**config.mk**
```make
export PLATFORM = sky130hd
export DESIGN_NAME = prog_loader
export DESIGN_NICKNAME = d
export VERILOG_FILES = /design/src/rtl/mips_pkg.sv /design/src/rtl/prog_loader.sv
export SDC_FILE = /design/constraint.sdc
export NUM_CORES = 1
export LEC_CHECK = 0
export BUFFER_PORTS_ARGS = -buffer_cell sky130_fd_sc_hd__buf_4
export CAP_MARGIN = 25
export CELL_PAD_IN_SITES_DETAIL_PLACEMENT = 0
export CELL_PAD_IN_SITES_GLOBAL_PLACEMENT = 2
export CORE_MARGIN = 3
export CORE_UTILIZATION = 32
export CTS_CLUSTER_SIZE = 25
export DETAILED_ROUTE_END_ITERATION = 10
export PLACE_DENSITY_LB_ADDON = 0.1
export RECOVER_POWER = 25
export SETUP_SLACK_MARGIN = 0.2
export SLEW_MARGIN = 20
export SYNTH_ARGS = -nofsm -noshare
export SYNTH_HDL_FRONTEND = slang
export SYNTH_SLANG_ARGS = --single-unit
```
**constraint.sdc**
```tcl
create_clock -name clk -period 3.25 [get_ports clk]
set_clock_uncertainty 0.2 [all_clocks]
set_input_delay 0.1625 -clock clk [delete_from_list [all_inputs] [get_ports clk]]
set_output_delay 0.1625 -clock clk [all_outputs]
set_load 0.05 [all_outputs]
```
**src/rtl/mips_pkg.sv**
```systemverilog
// Shared MIPS-system types and constants.
// Also holds the boot loader's state encoding and frame constants.
package mips_pkg;

  typedef enum logic [2:0] {
    IDLE,
    LEN_HI,
    LEN_LO,
    DATA,
    CSUM,
    DONE,
    ERROR
  } loader_state_t;

  localparam int LOADER_LEN_WIDTH = 16;
  localparam int BYTES_PER_WORD   = 4;

endpackage

```
**src/rtl/prog_loader.sv**
```systemverilog
// Boot-time program loader: framed byte stream -> big-endian 32-bit words
// written to instruction memory; holds the core in reset until a good image lands.
//
//   state  | meaning
//   IDLE   | after reset, waiting for start
//   LEN_HI | expecting word-count high byte
//   LEN_LO | expecting word-count low byte, length validated here
//   DATA   | packing data bytes into words, writing each completed word
//   CSUM   | expecting the XOR checksum byte
//   DONE   | image accepted, core released from reset
//   ERROR  | bad length or checksum, core held in reset
module prog_loader
  import mips_pkg::*;
#(
  parameter int ADDR_SIZE   = 1024,
  parameter int ADDR_WIDTH  = 32,
  parameter int INSTR_WIDTH = 32
) (
  input  logic                   clk,
  input  logic                   rst,
  input  logic                   start,
  input  logic                   rx_valid,
  input  logic [7:0]             rx_data,
  output logic                   rx_ready,
  output logic                   imem_we,
  output logic [ADDR_WIDTH-1:0]  imem_addr,
  output logic [INSTR_WIDTH-1:0] imem_wdata,
  output logic                   cpu_rst,
  output logic                   busy,
  output logic                   done,
  output logic                   error
);

  localparam int IDX_W = $clog2(ADDR_SIZE) + 1;
  localparam int CNT_W = $clog2(BYTES_PER_WORD);

  loader_state_t               state;
  logic [IDX_W-1:0]            word_idx;
  logic [IDX_W-1:0]            word_len;
  logic [CNT_W-1:0]            byte_cnt;
  logic [7:0]                  len_hi;
  logic [7:0]                  csum;
  logic [INSTR_WIDTH-9:0]      word_buf;

  logic                        xfer;
  logic [LOADER_LEN_WIDTH-1:0] len_rx;
  logic                        len_bad;
  logic [IDX_W-1:0]            idx_nxt;

  assign rx_ready = (state == LEN_HI) || (state == LEN_LO) ||
                    (state == DATA)   || (state == CSUM);
  assign busy     = rx_ready;
  assign cpu_rst  = (state != DONE);
  assign done     = (state == DONE);
  assign error    = (state == ERROR);

  assign xfer     = rx_valid && rx_ready;
  assign len_rx   = {len_hi, rx_data};
  assign len_bad  = (len_rx == '0) || (32'(len_rx) > 32'(ADDR_SIZE));
  assign idx_nxt  = word_idx + 1'b1;

  always_ff @(posedge clk or posedge rst) begin
    if (rst) begin
      state      <= IDLE;
      word_idx   <= '0;
      word_len   <= '0;
      byte_cnt   <= '0;
      len_hi     <= '0;
      csum       <= '0;
      word_buf   <= '0;
      imem_we    <= 1'b0;
      imem_addr  <= '0;
      imem_wdata <= '0;
    end else begin
      imem_we <= 1'b0;
      case (state)
        IDLE, DONE, ERROR: begin
          if (start) begin
            state    <= LEN_HI;
            word_idx <= '0;
            byte_cnt <= '0;
            csum     <= '0;
          end
        end
        LEN_HI: begin
          if (xfer) begin
            len_hi <= rx_data;
            state  <= LEN_LO;
          end
        end
        LEN_LO: begin
          if (xfer) begin
            word_len <= IDX_W'(len_rx);
            state    <= len_bad ? ERROR : DATA;
          end
        end
        DATA: begin
          if (xfer) begin
            csum     <= csum ^ rx_data;
            byte_cnt <= byte_cnt + 1'b1;
            // First three bytes are buffered; the fourth completes and writes the word.
            case (byte_cnt)
              2'd0: word_buf[23:16] <= rx_data;
              2'd1: word_buf[15:8]  <= rx_data;
              2'd2: word_buf[7:0]   <= rx_data;
              default: begin
                imem_we    <= 1'b1;
                imem_addr  <= ADDR_WIDTH'(word_idx) << 2;
                imem_wdata <= {word_buf, rx_data};
                word_idx   <= idx_nxt;
                if (idx_nxt == word_len) state <= CSUM;
              end
            endcase
          end
        end
        CSUM: begin
          if (xfer) state <= (rx_data == csum) ? DONE : ERROR;
        end
        default: state <= IDLE;
      endcase
    end
  end

endmodule
```
Word-level counts from Yosys, hierarchy flattened
Index checks and enable logic that the tools add are counted.
- flip-flop bits (word level): 111
- latch bits: 0
- memory bits (writable): 0
- ROM bits: 0
- memories: 0
- add/sub/neg operators: 2
- multipliers: 0
- divide/modulo/power cells: 0
- order comparisons: 1
- equal/unequal tests: 18
- shifts and indexed selects: 0
- mux-type cells: 23
- bitwise gates (word level): 2
- reductions and logical operators: 20
- operators by type and width (operator ; number):
    11-bit 2-to-1 mux ; 3
    3-bit 2-to-1 mux ; 8
    11-bit case mux with 2 select lines ; 1
    16-bit by 11-bit greater-than comparator with 1-bit output (second input constant) ; 1
    16-bit logical NOT ; 1
    8-bit 2-to-1 mux ; 2
    8-bit case mux with 2 select lines ; 1
    3-bit case mux with 5 select lines ; 1
    3-bit AND reduction ; 5
    2-bit != test (second input constant) ; 6
    11-bit by 1-bit adder with 11-bit output (second input constant) ; 1
    11-bit equality test ; 1
    3-bit equality test (second input constant) ; 3
    8-bit equality test ; 1
    8-bit XOR ; 1
    7-bit AND reduction ; 1
    3-bit by 2-bit equality test with 1-bit output (second input constant) ; 2
    2-bit 2-to-1 mux ; 3
    3-bit OR reduction ; 2
    1-bit logical OR ; 4
    2-bit case mux with 2 select lines ; 1
    2-bit AND reduction ; 2
    4-bit AND reduction ; 1
    3-bit by 1-bit equality test with 1-bit output (second input constant) ; 1
    11 further kinds ; 13

Logic depth before layout (Yosys ltp)
- word-level depth: 7
- mapped depth: 10
- depth with buffers taken out: 7

Worst setup path before layout
Ideal clock, no wire load.
- path kind: register to output
- from: reg state[1]
- to: out rx_ready
- arrival: 2071 ps
- data required time: 2887 ps
- path slack: 816 ps
- cell stages (with the launch flop): 6
- path buffers: 3
- cell sequence: dfrtp_1 buf_2 clkbuf_1 nor2_1 xnor2_1 buf_4
- longest elaborated chain between the ends: 4
- ends and longest elaborated chain (element ; RTL line ; source):
    from (decl) ; prog_loader.sv:37 ; loader_state_t state;
    from (signal assigned) ; prog_loader.sv:94 ; state <= len_bad ? ERROR : DATA;
    from (signal assigned) ; prog_loader.sv:117 ; if (xfer) state <= (rx_data == csum) ? DONE : ERROR;
    3-bit by 1-bit equality test with 1-bit output / 3-bit by 2-bit equality test with 1-bit output (equally long branches) ; prog_loader.sv:50 ; assign rx_ready = (state == LEN_HI) || (state == LEN_LO) ||
    1-bit logical OR (2 in a row) ; prog_loader.sv:50 ;
    1-bit logical OR (*) ; prog_loader.sv:51 ; (state == DATA) || (state == CSUM);
    to (decl) ; prog_loader.sv:24 ; output logic rx_ready,
Every way passes the cells marked *; elsewhere a longest branch is shown, timed or not.

Final worst setup path
- from: reg word_idx[0]
- to: reg state[2]
- longest elaborated chain between the ends: 4
- ends and longest elaborated chain (element ; RTL line ; source):
    from (decl) ; prog_loader.sv:38 ; logic [IDX_W-1:0] word_idx;
    from (signal assigned) ; prog_loader.sv:110 ; word_idx <= idx_nxt;
    11-bit by 1-bit adder with 11-bit output ; prog_loader.sv:60 ; assign idx_nxt = word_idx + 1'b1;
    11-bit equality test ; prog_loader.sv:111 ; if (idx_nxt == word_len) state <= CSUM;
    2-bit by 1-bit != test with 1-bit output (no line) ; n/a ;
    7-bit AND reduction (no line) ; n/a ;
Every way passes these cells.
A chain may end at the register's enable or synchronous reset.

==> qor.json <==
{
  "cts_buffers": {"value": 9},
  "drc": {"value": 0},
  "top_level_ports": {"value": 82},
  "timing.critical_path.arrival": {"value": 2.58, "unit": "ns"},
  "critPathRequiredTime": {"value": 3.33, "unit": "ns"},
  "finalSetupViolations": {"value": 0},
  "dieWidth": {"value": 134.5, "unit": "um"},
  "antenna_violations_before_repair": {"value": 0},
  "post_synth_num_cell_types": {"value": 48},
  "routedWlPerCell": {"value": 16.20, "unit": "um"},
  "post_synth_xor_area_fraction": {"value": 0.04475},
  "clock_insertion_delay_worst_skew": {"value": 0.35, "unit": "ns"},
  "postSynthRegisterBits": {"value": 111},
  "drt-initial-drc-count": {"value": 182},
  "max_freq": {"value": 399.6, "unit": "MHz"},
  "leakage": {"value": 2.901, "unit": "nW"},
  "tritoncts": {"value": "yes"},
  "max-slew-margin-rel": {"value": 0.2542},
  "adder_cell_fraction_of_synth_area": {"value": 0.01184},
  "yosys.area_share.simple": {"value": 0.1833},
  "crit-reg2reg-capture": {"value": "state[2]"},
  "core.rowCount": {"value": 46},
  "drv.max_cap_violation_count": {"value": 0},
  "report.final.hold_viol_count": {"value": 0},
  "worstMarginPinSlew": {"value": 1.119, "unit": "ns"},
  "routed-via-count": {"value": 3778},
  "drt-vias-per-instance": {"value": 4.711},
  "warnings_from_yosys": {"value": 0},
  "worst_setup_path_end_kind": {"value": "flip-flop"},
  "initial_core_utilization": {"value": 0.3302},
  "grt_remaining_overflow": {"value": 0},
  "crit_path_start_kind": {"value": "flip-flop"},
  "ctsLongestPathBuffers": {"value": 2},
  "detailedRoute.firstPassIterationCount": {"value": 4},
  "nNetsFinal": {"value": 598},
  "synth_top_family_by_area": {"value": "simple AND/OR/NAND/NOR gates"},
  "whs_path_depth": {"value": 4},
  "postRouteAntennaNets": {"value": 0},
  "run_status": {"value": "complete, no violations"},
  "dp_hpwl": {"value": 8384, "unit": "um"},
  "grt_max_degree": {"value": 68},
  "timing.critical_path.fanout_max": {"value": 9},
  "regToRegStartpoint": {"value": "word_idx[0]"},
  "yosysSeqAreaShare": {"value": 0.5257},
  "clkSlewWorstSetupHoldPaths": {"value": 0.08, "unit": "ns"},
  "clock_sinks": {"value": 111},
  "layout-drive-gt1-share": {"value": 0.1826},
  "fin_crit_sh": {"value": 0.7700},
  "hp-class": {"value": "input pin to flip-flop"},
  "die_y": {"value": 134.5, "unit": "um"},
  "postCtsSetupRepairBufs": {"value": 0},
  "power_per_cell_area": {"value": 952.0, "unit": "mW/mm^2"},
  "timing.final.crit_period": {"value": 2.502, "unit": "ns"},
  "gp_congestion": {"value": 0.7728},
  "critical_path_class": {"value": "flip-flop to flip-flop"},
  "vdd_drop_max": {"value": 477.6, "unit": "uV"},
  "flow.area_growth_from_synthesis": {"value": 15.39, "unit": "%"},
  "diodes": {"value": 0},
  "synthFlopType": {"value": "sky130_fd_sc_hd__dfrtp_1"},
  "synthesis.area_per_instance": {"value": 9.932, "unit": "um^2"},
  "root_buffer": {"value": "sky130_fd_sc_hd__clkbuf_16"},
  "detail_route.wirelength": {"value": 12990, "unit": "um"},
  "syn_inst": {"value": 532},
  "worstRegToRegCells": {"value": 7},
  "synth-edff-count": {"value": 0},
  "placeableCoreArea": {"value": 0.01600, "unit": "mm^2"},
  "holdPathEnd": {"value": "state[2]"},
  "placed_cell_area": {"value": 0.005774, "unit": "mm^2"},
  "async_reset_ff_frac": {"value": 1.000},
  "grt_pass1_vias": {"value": 3749},
  "rsz0062_at_grt": {"value": "no"},
  "grt_pass1_wl": {"value": 20840, "unit": "um"},
  "synth_compound_area_frac": {"value": 0.07175},
  "rrSetupSlack": {"value": 0.75, "unit": "ns"},
  "grtUsageTotal": {"value": 0.1477},
  "synth.cell_area": {"value": 0.005284, "unit": "mm^2"},
  "final_setup_tns": {"value": 0, "unit": "ns"},
  "finish.instance_area": {"value": 0.006097, "unit": "mm^2"},
  "synth.mux.area_fraction": {"value": 0.08951},
  "cts.htree.levels": {"value": 3},
  "min-delay-start": {"value": "start"},
  "io_buffer_count": {"value": 60},
  "timing_max_transition_violations_final": {"value": 0},
  "design.die.area": {"value": 0.01809, "unit": "mm^2"}
}
## Yosys cell counts, drive strengths merged (3+ instances only)
master / n / area, um^2
nand2: 155 / 581.8
dfrtp: 111 / 2778
buf: 42 / 276.5
mux2: 42 / 473.0
o21ai: 35 / 175.2
nor2: 22 / 82.58
xor2: 17 / 148.9
clkbuf: 14 / 72.57
xnor2: 10 / 87.58
inv: 9 / 33.78
nor3: 7 / 35.03
nand4: 6 / 52.55
a21oi: 5 / 25.02
and3: 5 / 36.28
ha: 5 / 62.56
nand3: 5 / 25.02
nor4: 5 / 37.53
o31ai: 5 / 37.54
and2: 4 / 26.28
a31oi: 3 / 18.77
## cell type report
type | instances | area, um^2
clock inverter | 6 | 86.33
timing repair buffer | 74 | 485.5
tap | 216 | 270.3
sequential | 111 | 2778
inverter | 9 | 37.54
multi-input combinational | 376 | 2201
clock buffer | 10 | 239.0
fill | 1661 | 9903
## worst max-delay path by stage
stage / start / endpoint / slack [ns] / cells after the start
after floorplan: state[1] / rx_ready / 0.82 / 5
after global routing: word_idx[0] / state[0] / 0.53 / 7
final: word_idx[0] / state[2] / 0.75 / 7
after detailed placement: word_idx[0] / state[2] / 0.81 / 7
after global placement: state[1] / csum[2] / 0.86 / 6
after CTS: word_idx[0] / state[2] / 0.76 / 7
## power breakdown
group	leakage [nW]	internal, W	total, W	switching [W]
clock	0.160	0.000643	0.00120	0.000560
sequential	1.40	0.00192	0.00230	0.000377
combinational	1.34	0.000775	0.00231	0.00153
## critical path, cell delays in order, from the launching register on
cell,delay (ns)
sky130_fd_sc_hd__dfrtp_1,0.47
sky130_fd_sc_hd__ha_1,0.44
sky130_fd_sc_hd__nand3_1,0.23
sky130_fd_sc_hd__xor2_1,0.19
sky130_fd_sc_hd__o21ai_0,0.18
sky130_fd_sc_hd__nand4_1,0.17
sky130_fd_sc_hd__o31ai_1,0.36
sky130_fd_sc_hd__a21boi_1,0.20
## placed cells by master, fill, tap and decap left out, drive strengths merged, types with 6 or more instances in the layout
master       synthesis  routed
o21ai               35      35
xnor2               10      10
dfrtp              111     111
buf                 42      40
mux2                42      42
inv                  9      12
nand4                6       6
conb                 1      21
clkbuf              14      35
dlygate4sd3          0       9
nor2                22      22
nand2              155     155
xor2                17      17
nor3                 7       7
## flip-flops by register name (all words and copies together), names as in the netlist, 2 cells and up
name,count
byte_cnt,2
csum,8
imem_addr,11
imem_wdata,32
len_hi,8
state,3
word_buf,24
word_idx,11
word_len,11
## through the flow
stage	hold slack [ns]	total power (W)	std cells	util	setup WS [ns]
floorplan	0.2199	0.004079	552	-	0.8160
global placement	0.1881	0.004679	777	0.3609	0.8632
detailed placement	0.1932	0.004734	777	0.3609	0.8082
CTS	0.05984	0.005966	802	0.3868	0.7567
global route	0.06595	0.006178	802	0.3811	0.5337
finish	0.05903	0.005804	802	0.3811	0.7477
## repair_timing
| action | 4_1_cts | 5_1_grt |
|---|---|---|
| setup endpoints to repair | 0 | 0 |
| gates resized for setup | 0 | 0 |
| hold buffers | 9 | 0 |
| endpoints found under the hold margin | 142 | 0 |
## layer usage
layer	wire length [um]	track usage	vias to the layer above	part of all wire
met4	222	0.05317	0	0.017
li1	-	-	1827	-
met2	6023	0.2383	80	0.46
met5	0	0	-	0
met1	6225	0.2000	1858	0.48
met3	522	0.02757	13	0.040
## cell families (layout without fill, tap and decap cells)
| kind of cell | count (synthesis) | after routing |
|---|---|---|
| compound gates | 62 | 62 |
| xor+xnor | 27 | 27 |
| fa+ha+maj | 5 | 5 |
| buf+inv | 65 | 99 |
| flops | 111 | 111 |
| mux | 42 | 42 |
| other cells | 1 | 21 |
| simple gates | 219 | 219 |
Power figures use the tool's default switching activity.
